File: config.mk
export PLATFORM = sky130hd
export DESIGN_NAME = stack_issue_ctrl_flat
export DESIGN_NICKNAME = d
export VERILOG_FILES = /design/src/rtl/stack_pkg.sv /design/src/rtl/stack_issue_ctrl_if.sv /design/src/rtl/stack_legalize.sv /design/src/rtl/stack_issue_ctrl.sv /design/src/flat_wrapper.sv
export SDC_FILE = /design/constraint.sdc
export NUM_CORES = 1
export LEC_CHECK = 0
export ABC_AREA = 1
export BUFFER_PORTS_ARGS = -buffer_cell sky130_fd_sc_hd__buf_2
export CAP_MARGIN = 40
export CORE_ASPECT_RATIO = 0.9
export CORE_MARGIN = 1
export CORE_UTILIZATION = 50
export CTS_CLUSTER_DIAMETER = 60
export DETAILED_ROUTE_END_ITERATION = 10
export GPL_ROUTABILITY_DRIVEN = 0
export HOLD_SLACK_MARGIN = 0.03
export PLACE_DENSITY = 0.89
export SYNTH_ARGS = -nofsm -noshare
export SYNTH_HDL_FRONTEND = slang
export SYNTH_SLANG_ARGS = --single-unit
export TNS_END_PERCENT = 30
File: constraint.sdc
create_clock -name clk -period 5.35 [get_ports clk]
set_input_delay 0.2675 -clock clk [delete_from_list [all_inputs] [get_ports clk]]
set_output_delay 0.2675 -clock clk [all_outputs]
set_load 0.05 [all_outputs]
File: src/rtl/stack_pkg.sv
// Shared constants and request/operation types for the EX-stage stack issue path.
package stack_pkg;
  localparam int STACK_DEPTH = 1024;
  localparam int STACK_DW    = 32;

  typedef struct packed {
    logic                push;
    logic                pop;
    logic [STACK_DW-1:0] wdata;
  } stack_req_t;

  // Pair classification after same-slot conflicts are removed
  typedef enum logic [2:0] {NONE, PUSH1, POP1, PUSH2, POP2, FWD, REPL} stack_op_e;
endpackage

File: src/rtl/stack_issue_ctrl_if.sv
// ID-stage requests and stack-memory port bundle; master is the ID/stack side, slave is the controller.
interface stack_issue_ctrl_if #(
  parameter int DW = stack_pkg::STACK_DW
);
  logic          id_vld0, id_vld1;
  logic          id_push0, id_pop0, id_push1, id_pop1;
  logic [DW-1:0] id_wdata0, id_wdata1;
  logic          push0, pop0, push1, pop1;
  logic [DW-1:0] wdata0, wdata1;
  logic [DW-1:0] stack0_EX_DM, stack1_EX_DM;

  modport master (
    output id_vld0, id_vld1, id_push0, id_pop0, id_push1, id_pop1, id_wdata0, id_wdata1,
    output stack0_EX_DM, stack1_EX_DM,
    input  push0, pop0, push1, pop1, wdata0, wdata1
  );

  modport slave (
    input  id_vld0, id_vld1, id_push0, id_pop0, id_push1, id_pop1, id_wdata0, id_wdata1,
    input  stack0_EX_DM, stack1_EX_DM,
    output push0, pop0, push1, pop1, wdata0, wdata1
  );
endinterface

File: src/rtl/stack_legalize.sv
// Combinational legality check of one instruction pair against the shadow stack depth.
module stack_legalize
  import stack_pkg::*;
#(
  parameter int DEPTH = STACK_DEPTH,
  parameter int AW    = $clog2(DEPTH) + 1
) (
  input  logic          push0,
  input  logic          pop0,
  input  logic          push1,
  input  logic          pop1,
  input  logic [AW-1:0] depth,
  output logic          lpush0,
  output logic          lpop0,
  output logic          lpush1,
  output logic          lpop1,
  output logic [1:0]    inc,
  output logic [1:0]    dec,
  output logic          ovf,
  output logic          unf,
  output logic          ill
);
  logic      a0push, a0pop, a1push, a1pop;
  logic      full, almost, empty, one;
  stack_op_e op;

  // A slot asking for both push and pop is killed outright
  assign a0push = push0 & ~pop0;
  assign a0pop  = pop0 & ~push0;
  assign a1push = push1 & ~pop1;
  assign a1pop  = pop1 & ~push1;

  assign full   = depth == AW'(DEPTH);
  assign almost = depth == AW'(DEPTH - 1);
  assign empty  = depth == '0;
  assign one    = depth == AW'(1);

  always_comb begin
    op = NONE;
    if (a0push & a1push)      op = PUSH2;
    else if (a0pop & a1pop)   op = POP2;
    else if (a0push & a1pop)  op = FWD;
    else if (a0pop & a1push)  op = REPL;
    else if (a0push | a1push) op = PUSH1;
    else if (a0pop | a1pop)   op = POP1;
  end

  always_comb begin
    lpush0 = a0push;
    lpop0  = a0pop;
    lpush1 = a1push;
    lpop1  = a1pop;
    inc    = 2'd0;
    dec    = 2'd0;
    ovf    = 1'b0;
    unf    = 1'b0;
    ill    = (push0 & pop0) | (push1 & pop1);
    case (op)
      PUSH1: if (full) begin lpush0 = 1'b0; lpush1 = 1'b0; ovf = 1'b1; end
             else inc = 2'd1;
      POP1:  if (empty) begin lpop0 = 1'b0; lpop1 = 1'b0; unf = 1'b1; end
             else dec = 2'd1;
      PUSH2: if (full) begin lpush0 = 1'b0; lpush1 = 1'b0; ovf = 1'b1; end
             else if (almost) begin lpush1 = 1'b0; ovf = 1'b1; inc = 2'd1; end
             else inc = 2'd2;
      POP2:  if (empty) begin lpop0 = 1'b0; lpop1 = 1'b0; unf = 1'b1; end
             else if (one) begin lpop1 = 1'b0; unf = 1'b1; dec = 2'd1; end
             else dec = 2'd2;
      // Empty stack: pop0 has nothing to return, push1 still lands
      REPL:  if (empty) begin lpop0 = 1'b0; unf = 1'b1; inc = 2'd1; end
      default: ;
    endcase
  end
endmodule

File: src/rtl/stack_issue_ctrl.sv
// EX-stage issue controller: registers ID stack requests, legalises them and drives the stack once per pair.
module stack_issue_ctrl
  import stack_pkg::*;
#(
  parameter int DEPTH = STACK_DEPTH,
  parameter int DW    = STACK_DW,
  parameter int AW    = $clog2(DEPTH) + 1
) (
  input  logic              clk,
  input  logic              rst,
  input  logic              stall,
  input  logic              flush,
  stack_issue_ctrl_if.slave bus,
  output logic [DW-1:0]     pop_data0,
  output logic [DW-1:0]     pop_data1,
  output logic              pop_vld0,
  output logic              pop_vld1,
  output logic [AW-1:0]     depth,
  output logic              ovf_err,
  output logic              unf_err,
  output logic              ill_err
);
  stack_req_t ex0, ex1;
  logic       issued, act;
  logic       pop0_d1, pop1_d1;
  logic       lpush0, lpop0, lpush1, lpop1, ovf, unf, ill;
  logic [1:0] inc, dec;

  stack_legalize #(.DEPTH(DEPTH), .AW(AW)) u_legal (
    .push0 (ex0.push), .pop0 (ex0.pop), .push1 (ex1.push), .pop1 (ex1.pop),
    .depth (depth),
    .lpush0(lpush0), .lpop0(lpop0), .lpush1(lpush1), .lpop1(lpop1),
    .inc   (inc), .dec(dec), .ovf(ovf), .unf(unf), .ill(ill)
  );

  assign act = ex0.push | ex0.pop | ex1.push | ex1.pop;

  // Driven only from flops, so a stalled pair cannot re-issue once issued is set
  assign bus.push0  = lpush0 & ~issued;
  assign bus.pop0   = lpop0 & ~issued;
  assign bus.push1  = lpush1 & ~issued;
  assign bus.pop1   = lpop1 & ~issued;
  assign bus.wdata0 = ex0.wdata;
  assign bus.wdata1 = ex1.wdata;

  always_ff @(posedge clk) begin
    if (rst) begin
      ex0       <= '0;
      ex1       <= '0;
      issued    <= 1'b0;
      depth     <= '0;
      ovf_err   <= 1'b0;
      unf_err   <= 1'b0;
      ill_err   <= 1'b0;
      pop0_d1   <= 1'b0;
      pop1_d1   <= 1'b0;
      pop_vld0  <= 1'b0;
      pop_vld1  <= 1'b0;
      pop_data0 <= '0;
      pop_data1 <= '0;
    end else begin
      if (flush) begin
        ex0.push <= 1'b0;
        ex0.pop  <= 1'b0;
        ex1.push <= 1'b0;
        ex1.pop  <= 1'b0;
        issued   <= 1'b0;
      end else if (!stall) begin
        ex0    <= '{push: bus.id_push0 & bus.id_vld0, pop: bus.id_pop0 & bus.id_vld0,
                    wdata: bus.id_wdata0};
        ex1    <= '{push: bus.id_push1 & bus.id_vld1, pop: bus.id_pop1 & bus.id_vld1,
                    wdata: bus.id_wdata1};
        issued <= 1'b0;
      end else if (act) begin
        issued <= 1'b1;
      end

      if (!issued) begin
        depth   <= depth + AW'(inc) - AW'(dec);
        ovf_err <= ovf_err | ovf;
        unf_err <= unf_err | unf;
        ill_err <= ill_err | ill;
      end

      // Stack read data is flopped, so capture one cycle after the pop fires
      pop0_d1  <= bus.pop0;
      pop1_d1  <= bus.pop1;
      pop_vld0 <= pop0_d1;
      pop_vld1 <= pop1_d1;
      if (pop0_d1) pop_data0 <= bus.stack0_EX_DM;
      if (pop1_d1) pop_data1 <= bus.stack1_EX_DM;
    end
  end
endmodule

File: src/flat_wrapper.sv
// flat-port wrapper written by rule: the top's interface ports become plain ports
module stack_issue_ctrl_flat import stack_pkg::*;
#(
  parameter int DEPTH = STACK_DEPTH,
  parameter int DW    = STACK_DW,
  parameter int AW    = $clog2(DEPTH) + 1
)
  (clk, rst, stall, flush, pop_data0, pop_data1, pop_vld0, pop_vld1, depth, ovf_err, unf_err, ill_err, bus_id_vld0, bus_id_vld1, bus_id_push0, bus_id_pop0, bus_id_push1, bus_id_pop1, bus_id_wdata0, bus_id_wdata1, bus_stack0_EX_DM, bus_stack1_EX_DM, bus_push0, bus_pop0, bus_push1, bus_pop1, bus_wdata0, bus_wdata1);
  stack_issue_ctrl_if #(.DW(DW)) bus_i ();
  input  logic clk;
  input  logic rst;
  input  logic stall;
  input  logic flush;
  output logic [DW-1:0] pop_data0;
  output logic [DW-1:0] pop_data1;
  output logic pop_vld0;
  output logic pop_vld1;
  output logic [AW-1:0] depth;
  output logic ovf_err;
  output logic unf_err;
  output logic ill_err;
  input wire logic [$bits(bus_i.id_vld0)-1:0] bus_id_vld0;
  input wire logic [$bits(bus_i.id_vld1)-1:0] bus_id_vld1;
  input wire logic [$bits(bus_i.id_push0)-1:0] bus_id_push0;
  input wire logic [$bits(bus_i.id_pop0)-1:0] bus_id_pop0;
  input wire logic [$bits(bus_i.id_push1)-1:0] bus_id_push1;
  input wire logic [$bits(bus_i.id_pop1)-1:0] bus_id_pop1;
  input wire logic [$bits(bus_i.id_wdata0)-1:0] bus_id_wdata0;
  input wire logic [$bits(bus_i.id_wdata1)-1:0] bus_id_wdata1;
  input wire logic [$bits(bus_i.stack0_EX_DM)-1:0] bus_stack0_EX_DM;
  input wire logic [$bits(bus_i.stack1_EX_DM)-1:0] bus_stack1_EX_DM;
  output wire logic [$bits(bus_i.push0)-1:0] bus_push0;
  output wire logic [$bits(bus_i.pop0)-1:0] bus_pop0;
  output wire logic [$bits(bus_i.push1)-1:0] bus_push1;
  output wire logic [$bits(bus_i.pop1)-1:0] bus_pop1;
  output wire logic [$bits(bus_i.wdata0)-1:0] bus_wdata0;
  output wire logic [$bits(bus_i.wdata1)-1:0] bus_wdata1;
  assign bus_i.id_vld0 = bus_id_vld0;
  assign bus_i.id_vld1 = bus_id_vld1;
  assign bus_i.id_push0 = bus_id_push0;
  assign bus_i.id_pop0 = bus_id_pop0;
  assign bus_i.id_push1 = bus_id_push1;
  assign bus_i.id_pop1 = bus_id_pop1;
  assign bus_i.id_wdata0 = bus_id_wdata0;
  assign bus_i.id_wdata1 = bus_id_wdata1;
  assign bus_i.stack0_EX_DM = bus_stack0_EX_DM;
  assign bus_i.stack1_EX_DM = bus_stack1_EX_DM;
  assign bus_push0 = bus_i.push0;
  assign bus_pop0 = bus_i.pop0;
  assign bus_push1 = bus_i.push1;
  assign bus_pop1 = bus_i.pop1;
  assign bus_wdata0 = bus_i.wdata0;
  assign bus_wdata1 = bus_i.wdata1;
  stack_issue_ctrl #(.DEPTH(DEPTH), .DW(DW), .AW(AW)) u_core (.clk(clk), .rst(rst), .stall(stall), .flush(flush), .bus(bus_i), .pop_data0(pop_data0), .pop_data1(pop_data1), .pop_vld0(pop_vld0), .pop_vld1(pop_vld1), .depth(depth), .ovf_err(ovf_err), .unf_err(unf_err), .ill_err(ill_err));
endmodule
After elaboration in Yosys (flattened, before gate mapping)
Index checks and enable logic that the tools add are counted.
{ "totals": {"ff_bits": 151, "input_bits": 138, "elab_cells": 103} }
{ "classes": {"addsub": 2, "eq_ne": 8, "mux": 35, "bitwise": 34, "reduce_logical": 7} }
{ "op_table": {"columns": ["op", "count"], "rows": [
  ["1-bit two-way mux", 19],
  ["1-bit bitwise AND", 18],
  ["2-bit two-way mux", 6],
  ["3-bit two-way mux", 4],
  ["11-bit by 2-bit adder with 11-bit output", 1],
  ["11-bit by 1-bit == test with 1-bit output (second input constant)", 1],
  ["11-bit by 10-bit == test with 1-bit output (second input constant)", 1],
  ["11-bit == test (second input constant)", 1],
  ["11-bit zero test", 1],
  ["11-bit by 2-bit subtractor with 11-bit output", 1],
  ["1-bit OR", 9],
  ["1-bit one-hot mux with 2 select lines", 4],
  ["1-bit inverter", 7],
  ["3-bit by 2-bit == test with 1-bit output (second input constant)", 2],
  ["3-bit == test (second input constant)", 2],
  ["2-bit one-hot mux with 3 select lines", 1],
  ["2-bit OR reduction", 3],
  ["3-bit OR reduction", 2],
  ["2-bit one-hot mux with 2 select lines", 1],
  ["3-bit by 1-bit == test with 1-bit output (second input constant)", 1],
  ["2-bit AND reduction", 1]
]} }

Logic depth before layout (Yosys ltp)
{ "logic_depth": {"word_depth": 13, "depth_mapped": 22, "mapped_depth_nobuf": 22} }

Cells and area by module
Synthesis repeated with hierarchy kept, for this count alone.
{ "unflattened": {"hier_cells": 915, "hier_area_um2": 6661.4} }
{ "modules_own_cells": {"columns": ["mod", "instances", "cells_each", "area_per_inst_um2", "seq_area_each_um2"], "rows": [
  ["stack_issue_ctrl", 1, 841, 6326.1, 3022.9],
  ["stack_legalize", 1, 74, 335.3, 0.0]
]} }

Worst setup path before layout
Ideal clock, no wire load.
{ "synth_timing": {"kind": "register to register", "start": "reg u_core.depth[2]", "end": "reg u_core.depth[10]", "setup_ps": 67, "arrival_ps": 3034, "slack_ps": 2248, "stages_incl_launch_ff": 20, "path_buffers": 0, "period_less_slack_ps": 3102, "cell_sequence": "dfxtp_1 -> inv_1 -> ha_1 -> nand2_1 -> nor2_4 -> nand4_1 -> nand3_1 -> fa_1 -> fa_1 -> inv_1 -> nand2_1 -> nand2_1 -> nand3_2 -> nand2_1 -> nand2_1 -> nand2_1 -> nand2_1 -> nand2_1 -> nand2_1 -> a21oi_2"} }
{ "synth_via": {"elab_chain_cells": 6} }
{ "synth_rtl": {"columns": ["item", "line_no", "source"], "rows": [
  ["from (decl)", "stack_issue_ctrl.sv:18", "output logic [AW-1:0] depth,"],
  ["from (signal assigned)", "stack_issue_ctrl.sv:79", "depth <= depth + AW'(inc) - AW'(dec);"],
  ["11-bit by 10-bit == test with 1-bit output", "stack_legalize.sv:34", "assign almost = depth == AW'(DEPTH - 1);"],
  ["2-bit two-way mux", "stack_legalize.sv:64", "else if (almost) begin lpush1 = 1'b0; ovf = 1'b1; inc = 2'd1; end"],
  ["2-bit two-way mux", "stack_legalize.sv:63", "PUSH2: if (full) begin lpush0 = 1'b0; lpush1 = 1'b0; ovf = 1'b1; end"],
  ["2-bit one-hot mux with 3 select lines", "stack_legalize.sv:58", "case (op)"],
  ["11-bit by 2-bit adder with 11-bit output", "stack_issue_ctrl.sv:79", null],
  ["11-bit by 2-bit subtractor with 11-bit output *", "stack_issue_ctrl.sv:79", null]
]} }
Every way passes the cells marked *; elsewhere a longest branch is shown, timed or not.
A chain may end at the register's enable or synchronous reset.

Final worst setup path
{ "layout_timing": {"start": "reg u_core.depth[6]", "end": "reg u_core.depth[10]"} }
Same word-level chain as after synthesis.

==> qor.txt <==
Hold path start - bus_id_wdata0[30]
Worst r2r src - u_core.depth[6]
Period Utilization, post-route - 57.9%
Switching power - 1.21 mW
Post-synth ARST share - 0%
Final cell count without fillers - 1,248
Pwr dens - 412 nW/um^2
Post-Route WL - 17.8 mm
R2r endpoint - u_core.depth[10]
Setup Skew - 0.00680 ns
P&R area growth vs syn - 34.4%
Fmax - 323 MHz
Clock tree buffer depth - 2
R2r setup slk - 2.25 ns
Die H - 107 um
Vias per std cell - 5.10
Endpoints failing hold - 0
Worst Path Arrival - 3.44 ns
ANT nets after route - 0
Critical Path Source - u_core.depth[6]
Peak supply drop - 285 uV
WS Path Type - flip-flop to flip-flop
First-pass GRT wire length - 27.7 mm
Synth Net Count - 971
Switching Fraction - 35.6%
# rows - 37
CTS tree - done
DRC violations left - 0
Largest cells by area after synthesis - dfxtp_1 49%, nor2_1 17%, o21ai_0 11%, ha_1 3.9%, inv_1 3.3%
Sequential element share of the synthesized area - 49.5%
Total Nets Final - 1,238
Worst hold path depth - 3
Critical Path RT - 5.70 ns
Dominant cell type by area after synthesis - dfxtp_1
Most common cell after layout, fill and taps aside - buf_2
I/O pin count - 286
Leak Pwr - 4.43 nW
Comb power frac - 29.8%
All-Layer GR Usage - 27.9%
Antenna violations before repair - 0
Slew Limit Fails - 0
Layout cells sized above 1 - 31.2%
CTS buffer count - 17
Syn Std Cell Area - 6110 um^2
CTS Root Cell - clkbuf_16
PortBufs - 285
Clock slew at the register clock pins of the worst setup and hold paths - 0.06 ns
Setup Viol. Count Final - 0
First-iteration detailed-routing DRC count - 398
Synth warnings - 0
Final TNS setup - 0 ns
Vias in the first global route - 5,833
Antenna diode count - 0
Max Cap Violations - 0
M1 GR Usage - 31.2%
Cts repair resizes - 0
Die width - 119 um
Hold-fix buffers, CTS - 0
Core area - 11,700 um^2
Internal - 2.18 mW
Initial Util - 52.4%
Half-perimeter wire length after placement - 12.7 mm
CP Launch Type - flip-flop
Dpl cells - 1,216
Worst R2R Path Depth - 22
Crit path max fanout - 5
Mapped Cells - 812
Post-synth top area share - 49.5%
H-tree Lvls - 4
Met2 usage - 48.4%
Die ar. - 12,700 um^2
Number of synthesized flops with an enable pin - 0
Wire per inst - 14.3 um
Flop pwr share - 37.1%
GR peak layer - met2
Crit path capture - u_core.depth[10]
Met3 usage - 10.0%
Skew-Pair Late Insertion Delay - 0.41 ns
Total power - 3.39 mW
RSZ-0062 raised after global routing - no
Most frequent cells in the layout - 285 x buf_2, 277 x nor2_1, 151 x dfxtp_1
Drt pass-1 iters - 5
Setup bufs post-CTS - 0
CP endpoint kind - flip-flop
Slew @ Worst Pin - 0.734 ns
Clk pwr share - 33.1%
Flops & latches, synth - 151
Pin count of the biggest net entering global routing - 84
Distinct cell type count after synthesis - 34
Via count - 6,364
Clk sinks - 151
Status - finished, final reports clean
Final hold slack - 0.0684 ns
Syn Area/Cell - 7.52 um^2
Most common flop cell mapped by yosys - dfxtp_1
Grt ovf - 0
Hold WC Path Type - input pin to flip-flop
Slew headroom - 51.0%
Tmin final - 3.10 ns
layer usage:
metal	share of wire, %	wire (um)	vias to the layer above
met1	40	7160	2887
met2	49	8660	314
met5	0	0	-
li1	-	-	3129
met4	2.3	410	0
met3	8.8	1570	34
critical path, cell delays in order, from the launching register on:
cell and delay (ns):
dfxtp_1 0.35, inv_1 0.11, ha_1 0.20, nand2_1 0.10, nor2_4 0.17, nand4_1 0.11, a21oi_1 0.18, ha_1 0.27
inv_1 0.07, ha_1 0.19, inv_1 0.06, fa_1 0.39, inv_1 0.07, nand2_1 0.04, nand2_1 0.08, nand3_2 0.09
nand2_1 0.12, nand2_1 0.08, nand2_1 0.06, nand2_1 0.05, nand2_1 0.05, nand2_1 0.05, a21oi_2 0.12
cell usage after synthesis, drive strengths merged, types with 2 or more instances:
| master | instances |
|---|---|
| nor2 | 281 |
| dfxtp | 151 |
| o21ai | 145 |
| inv | 61 |
| nand2 | 42 |
| clkbuf | 27 |
| a21oi | 23 |
| ha | 19 |
| nand3 | 18 |
| buf | 17 |
| nand4 | 7 |
| nor3 | 4 |
| o22ai | 3 |
| xnor2 | 3 |
| fa | 2 |
| o21bai | 2 |
| xor2 | 2 |
worst min path at each step:
stage | slack [ns] | end
3_5_place_dp | 0.47 | u_core.ovf_err
5_1_grt | 0.06 | u_core.bus.wdata0[26]
3_3_place_gp | 0.45 | u_core.ovf_err
2_1_floorplan | 0.40 | u_core.bus.wdata0[13]
4_1_cts | 0.06 | u_core.bus.wdata0[18]
6_report | 0.07 | u_core.bus.wdata0[30]
power by group through the flow:
stage / logic (mW) / clock network (mW) / registers (mW)
6_report: 1.01 / 1.12 / 1.25
5_1_grt: 1.12 / 1.18 / 1.26
4_1_cts: 1.00 / 1.14 / 1.25
3_5_place_dp: 0.995 / 0 / 1.28
3_3_place_gp: 0.971 / 0 / 1.27
2_1_floorplan: 0.516 / 0 / 1.51
per-stage QoR:
stage / util, % / worst slack (ns) / area (um^2)
2_1_floorplan: - / 2.25 / 6110
3_5_place_dp: 65.6 / 2.31 / 7650
5_1_grt: 70.4 / 1.94 / 8210
3_3_place_gp: 64.7 / 2.43 / 7540
4_1_cts: 70.4 / 2.30 / 8210
6_report: 70.4 / 2.25 / 8210
area by class of cell:
type | count | area, um^2
multi-input cells | 556 | 2660
clock inverters | 10 | 97.6
inverters | 61 | 229
well taps | 156 | 195
flip-flops and latches | 151 | 3020
fillers | 915 | 3460
repair buffers | 292 | 1550
clock buffers | 22 | 464
sequential cells by signal (all words and copies together), names as in the netlist:
register	cells
u_core.pop_data1	32
u_core.bus.wdata1	32
u_core.issued	1
u_core.ex1	2
u_core.depth	11
u_core.pop_vld0	1
u_core.pop1_d1	1
u_core.pop_vld1	1
u_core.ill_err	1
u_core.bus.wdata0	32
u_core.ex0	2
u_core.pop0_d1	1
u_core.unf_err	1
u_core.ovf_err	1
u_core.pop_data0	32
cells by family (layout without fill, tap and decap cells):
family,count (synthesis),count (layout),share of synthesized area (%)
adder cells (fa/ha/maj),21,21,4.55
AO/OA/AOI/OAI,176,176,14.8
XOR/XNOR,5,5,0.717
flip-flops,151,151,49.5
AND/OR/NAND/NOR,354,354,23.3
buffers and inverters,105,385,7.13
Power figures use the tool's default switching activity.
